$ cat src/rtl/alarm_multi_ctrl.sv
// Multi-slot alarm controller: NUM_AL programmable hour/minute slots drive one
// Alarm output with stop, bounded snooze and ring auto-timeout.
module alarm_multi_ctrl #(
  parameter int NUM_AL     = 4,
  parameter int SNOOZE_SEC = 300,
  parameter int RING_SEC   = 60,
  parameter int MAX_SNOOZE = 3,
  localparam int IW  = (NUM_AL > 1) ? $clog2(NUM_AL) : 1,
  localparam int SCW = (MAX_SNOOZE > 0) ? $clog2(MAX_SNOOZE + 1) : 1
) (
  input  logic           clk,
  input  logic           rst_n,
  input  logic           sec_pulse,
  input  logic [4:0]     cur_hour,
  input  logic [5:0]     cur_min,
  input  logic [5:0]     cur_sec,
  input  logic           AL_ON,
  input  logic           STOP_al,
  input  logic           SNOOZE,
  input  logic           cfg_we,
  input  logic [IW-1:0]  cfg_idx,
  input  logic [4:0]     cfg_hour,
  input  logic [5:0]     cfg_min,
  input  logic           cfg_en,
  output logic           Alarm,
  output logic [IW-1:0]  al_src,
  output logic           snoozing,
  output logic [SCW-1:0] snooze_cnt
);

  localparam int RCW = $clog2(RING_SEC + 1);
  localparam int SSW = $clog2(SNOOZE_SEC + 1);
  localparam logic [RCW-1:0] RING_LIM   = RCW'(RING_SEC);
  localparam logic [SSW-1:0] SNOOZE_LIM = SSW'(SNOOZE_SEC);
  localparam logic [SCW-1:0] SN_MAX     = SCW'(MAX_SNOOZE);

  typedef enum logic [1:0] {ST_OFF, ST_WATCH, ST_RING, ST_SNOOZE} state_t;

  state_t         state;
  logic [RCW-1:0] ring_cnt;
  logic [SSW-1:0] sec_cnt;

  logic [4:0] slot_hour [NUM_AL];
  logic [5:0] slot_min  [NUM_AL];
  logic       slot_en   [NUM_AL];

  logic          idx_ok;
  logic          trig;
  logic [IW-1:0] trig_idx;

  assign idx_ok = ({1'b0, cfg_idx} < (IW + 1)'(NUM_AL));

  always_ff @(posedge clk or negedge rst_n) begin
    if (!rst_n) begin
      for (int i = 0; i < NUM_AL; i++) begin
        slot_hour[i] <= '0;
        slot_min[i]  <= '0;
        slot_en[i]   <= 1'b0;
      end
    end else if (cfg_we && idx_ok) begin
      slot_hour[cfg_idx] <= cfg_hour;
      slot_min[cfg_idx]  <= cfg_min;
      slot_en[cfg_idx]   <= cfg_en;
    end
  end

  // Scan downwards so the lowest matching slot is the one left in trig_idx.
  always_comb begin
    trig     = 1'b0;
    trig_idx = '0;
    for (int i = NUM_AL - 1; i >= 0; i--) begin
      if (slot_en[i] && slot_hour[i] == cur_hour && slot_min[i] == cur_min) begin
        trig     = 1'b1;
        trig_idx = IW'(i);
      end
    end
    if (!(sec_pulse && cur_sec == 6'd0)) begin
      trig = 1'b0;
    end
  end

  always_ff @(posedge clk or negedge rst_n) begin
    if (!rst_n) begin
      state      <= ST_OFF;
      Alarm      <= 1'b0;
      snoozing   <= 1'b0;
      al_src     <= '0;
      snooze_cnt <= '0;
      ring_cnt   <= '0;
      sec_cnt    <= '0;
    end else if (!AL_ON) begin
      state      <= ST_OFF;
      Alarm      <= 1'b0;
      snoozing   <= 1'b0;
      snooze_cnt <= '0;
      ring_cnt   <= '0;
      sec_cnt    <= '0;
    end else begin
      unique case (state)
        ST_OFF: state <= ST_WATCH;
        ST_WATCH: begin
          if (trig) begin
            state      <= ST_RING;
            Alarm      <= 1'b1;
            al_src     <= trig_idx;
            ring_cnt   <= '0;
            snooze_cnt <= '0;
          end
        end
        ST_RING: begin
          if (STOP_al) begin
            state <= ST_WATCH;
            Alarm <= 1'b0;
          end else if (SNOOZE && snooze_cnt < SN_MAX) begin
            state      <= ST_SNOOZE;
            Alarm      <= 1'b0;
            snoozing   <= 1'b1;
            snooze_cnt <= snooze_cnt + 1'b1;
            sec_cnt    <= '0;
          end else if (sec_pulse) begin
            // The pulse that completes RING_SEC seconds ends the ring.
            if (ring_cnt + 1'b1 == RING_LIM) begin
              state    <= ST_WATCH;
              Alarm    <= 1'b0;
              ring_cnt <= '0;
            end else begin
              ring_cnt <= ring_cnt + 1'b1;
            end
          end
        end
        ST_SNOOZE: begin
          if (STOP_al) begin
            state    <= ST_WATCH;
            snoozing <= 1'b0;
          end else if (trig) begin
            state      <= ST_RING;
            Alarm      <= 1'b1;
            snoozing   <= 1'b0;
            al_src     <= trig_idx;
            ring_cnt   <= '0;
            snooze_cnt <= '0;
          end else if (sec_pulse) begin
            if (sec_cnt + 1'b1 == SNOOZE_LIM) begin
              state    <= ST_RING;
              Alarm    <= 1'b1;
              snoozing <= 1'b0;
              ring_cnt <= '0;
            end else begin
              sec_cnt <= sec_cnt + 1'b1;
            end
          end
        end
        default: state <= ST_OFF;
      endcase
    end
  end

endmodule
$ cat config.mk
export PLATFORM = sky130hd
export DESIGN_NAME = alarm_multi_ctrl
export DESIGN_NICKNAME = d
export VERILOG_FILES = /design/src/rtl/alarm_multi_ctrl.sv
export SDC_FILE = /design/constraint.sdc
export NUM_CORES = 1
export LEC_CHECK = 0
export ABC_CLOCK_PERIOD_IN_PS = 2300
export CAP_MARGIN = 20
export CORE_MARGIN = 4
export CORE_UTILIZATION = 40
export CTS_CLUSTER_DIAMETER = 120
export DETAILED_ROUTE_END_ITERATION = 7
export HOLD_SLACK_MARGIN = 0.05
export PLACE_DENSITY = 0.72
export SLEW_MARGIN = 30
export SYNTH_ARGS = -nofsm -noshare
export SYNTH_HDL_FRONTEND = slang
export SYNTH_SLANG_ARGS = --single-unit
$ cat constraint.sdc
create_clock -name clk -period 2.3 [get_ports clk]
set_clock_uncertainty 0.2 [all_clocks]
set_input_delay 0.46 -clock clk [delete_from_list [all_inputs] [get_ports clk]]
set_output_delay 0.46 -clock clk [all_outputs]
set_load 0.005 [all_outputs]
==> metrics.txt <==
status complete, but fails checks; violated checks negative setup slack; Switching Share 27.48%; Lkg Pwr 2.161 nW; Seq. cell area 0.001777 mm2; CP cell instances clkdlybuf4s15_2 > buf_4 > xnor2_1 > nand4_1 > nor3_2 > buf_4 > o41a_1 > or3_1 > a311oi_1; most common cell in the netlist dfrtp_1; Num CTS Buffers 9; sequential share of the synthesized area 45.34%; Logic pwr share 19.2%; clock slew at reported path FFs 0.08 ns; initial antenna violation count 0; clk sinks 71; Clk Latency, worst-skew pair 0.35 ns; first-pass GRT wire length 15190 um; Fmax 434.7 MHz; max-cap viol count 0; largest net degree at the start of global routing 37; fin crit share 100.0%; Yosys top cell by area dfrtp_1; Tot Pwr 3.173 mW; Rows 35; full die area 0.01144 mm2; CTS tree done; Pre-antenna DRT Iters 5; max_slew headroom 69.27%; Die X 107.0 um; ys flop type dfrtp_1; share of layout cells above drive strength 1 33.71%; vias per cell 5.331; crit-path max cell delay 0.39 ns; depth of the CTS H-tree 3; fraction of registers with async set/reset 100.0%; Yosys cell types 50; Die Ht 107.0 um; Pint 2.301 mW; Syn Area/Cell 11.01 um2; actual slew at the worst max-slew pin 0.4610 ns; largest cells by area after synthesis dfrtp_1, mux2_2, xnor2_1; Root Buffer clkbuf_8; flop-to-flop setup slack 0.06 ns; fin worst setup slack -0.0003557 ns; vias in the first global route 3144; Post-DP HPWL 6758 um; Max Slew Vio Count 0; Top-Level Pins 44; Max IR drop VDD 0.3611 mV; starting density of the core 41.82%; multi-input combinational cell area 0.002097 mm2; number of synthesis warnings 0; minimum clock period after layout 2.300 ns; hold slack 0.3242 ns; Power Density 620.2 mW/mm2; ant diodes 0; HP Class register to register; most frequent cells after synthesis dfrtp_1, mux2_2, xnor2_1; DRC 0; P_sw 0.8718 mW; slowest cell on the critical path o41a_1; RSZ-0062 raised after global routing yes; Final Hold Viols 0; # nets final 482; Clock Tree Buf Depth 2; fill count 839; Syn Std Cell Area 0.003919 mm2; Setup Viol. Count Final 1; core box area 0.009371 mm2; Reg power frac 48.1%; Most common cell on crit path buf_4; number of synthesized flops with an enable pin 0; Post-Place Worst Slack -0.6646 ns; crit path DAT 2.36 ns; WL/cell 16.11 um; Final TNS setup -0.0003557 ns; Synth Register Bits 71; Syn Nets 398; final wirelength 9246 um; Overflow after GRT 0; Clk pwr share 32.6%; routed vias 3060; Routability Congestion 0.8336; area delta synth->final 30.56%; CP Class input pin to register; CP Capture Type register; CP max FO 4; port buffer count 43; GRT Util Overall 16.87%; Setup crit start kind input pin; gate count after technology mapping 356; top-area cell type share of the netlist area 45.34%; Routed Antenna Nets 0; First DRT Iteration DRCs 100; Req. time, crit path 2.36 ns
[per-layer routing]
layer	share of wire (%)	wire length, um	up-vias	track usage [%]
li1	-	-	1460	-
met1	44	4041	1500	20.75
met2	50	4592	84	28.91
met3	4.7	436	16	3.974
met4	1.9	175	0	6.027
met5	0	0	-	0
[critical path: cells and delay by family]
family / cells / cell delay (ns)
AO/OA/AOI/OAI: 2 / 0.63
XOR/XNOR: 1 / 0.12
buffers and inverters: 3 / 0.53
AND/OR/NAND/NOR: 3 / 0.62
[flip-flops by register name, summed over array words and instances, names as in the netlist]
register	cells
slot_min	24
slot_hour	20
sec_cnt	9
ring_cnt	6
slot_en	4
al_src	2
snooze_cnt	2
state	2
Alarm	1
snoozing	1
[layout by cell type, fill, tap and decap left out, types with 5 or more instances in the layout]
cell,netlist,final
a21oi_1,10,10
a31oi_1,8,8
and3_1,5,5
buf_4,11,49
clkbuf_2,1,5
clkbuf_8,0,10
clkdlybuf4s50_1,0,31
dfrtp_1,71,71
inv_1,8,8
mux2_2,50,50
nand2_1,20,20
nand3_1,11,11
nand4_1,13,13
nor2_1,9,9
nor3_1,10,6
o21ai_0,12,9
xnor2_1,46,42
[cells by family (layout without fill, tap and decap cells)]
group           after synthesis  after routing  synth area share, %
fa+ha+maj                     5              5                1.533
xor+xnor                     47             47                10.50
simple gates                 92             92                13.22
mux                          50             50                14.37
buf+inv                      32            121                4.246
compound gates               59             59                10.79
flops                        71             71                45.34
[stage by stage]
step           std cells  utilization, %  area, um2
2_1_floorplan        356               -       3919
3_3_place_gp         552           50.92       4772
3_5_place_dp         552           50.92       4772
4_1_cts              571           53.63       5026
5_1_grt              574           54.59       5116
6_report             574           54.59       5116
[final timing paths]
check | cells after the start | endpoint | start
worst max-delay path | 9 | snoozing | cur_hour[0]
worst min-delay path | 1 | slot_en[2] | slot_en[2]
worst max register to register | 7 | snoozing | slot_min[6]
worst min register to register | 1 | slot_en[2] | slot_en[2]
max in group asynchronous | 3 | slot_hour[14] | rst_n
min in group asynchronous | 3 | ring_cnt[2] | rst_n
[area by class of cell]
type,instances,area share (%)
Tap cell,129,3.155
Inverter,8,0.5869
Timing Repair Buffer,97,16.51
Multi-Input combinational cell,253,40.99
Clock buffer,10,2.690
Sequential cell,71,34.73
Clock inverter,6,1.345
[power by group through the flow]
stage	sequential, mW	combinational, mW	clock (mW)
3_3_place_gp	1.54	0.584	0
6_report	1.53	0.610	1.04
2_1_floorplan	1.52	0.401	0
5_1_grt	1.55	0.664	1.11
3_5_place_dp	1.55	0.600	0
4_1_cts	1.52	0.603	1.07
[timing repair]
action	CTS	global route
buffers inserted	2	2
hold buffers	1	0
pin swaps	4	6
hold endpoints to repair	71	0
gates cloned	0	1
resized for setup	22	28
endpoints found under the setup margin	22	14
Power figures use the tool's default switching activity.
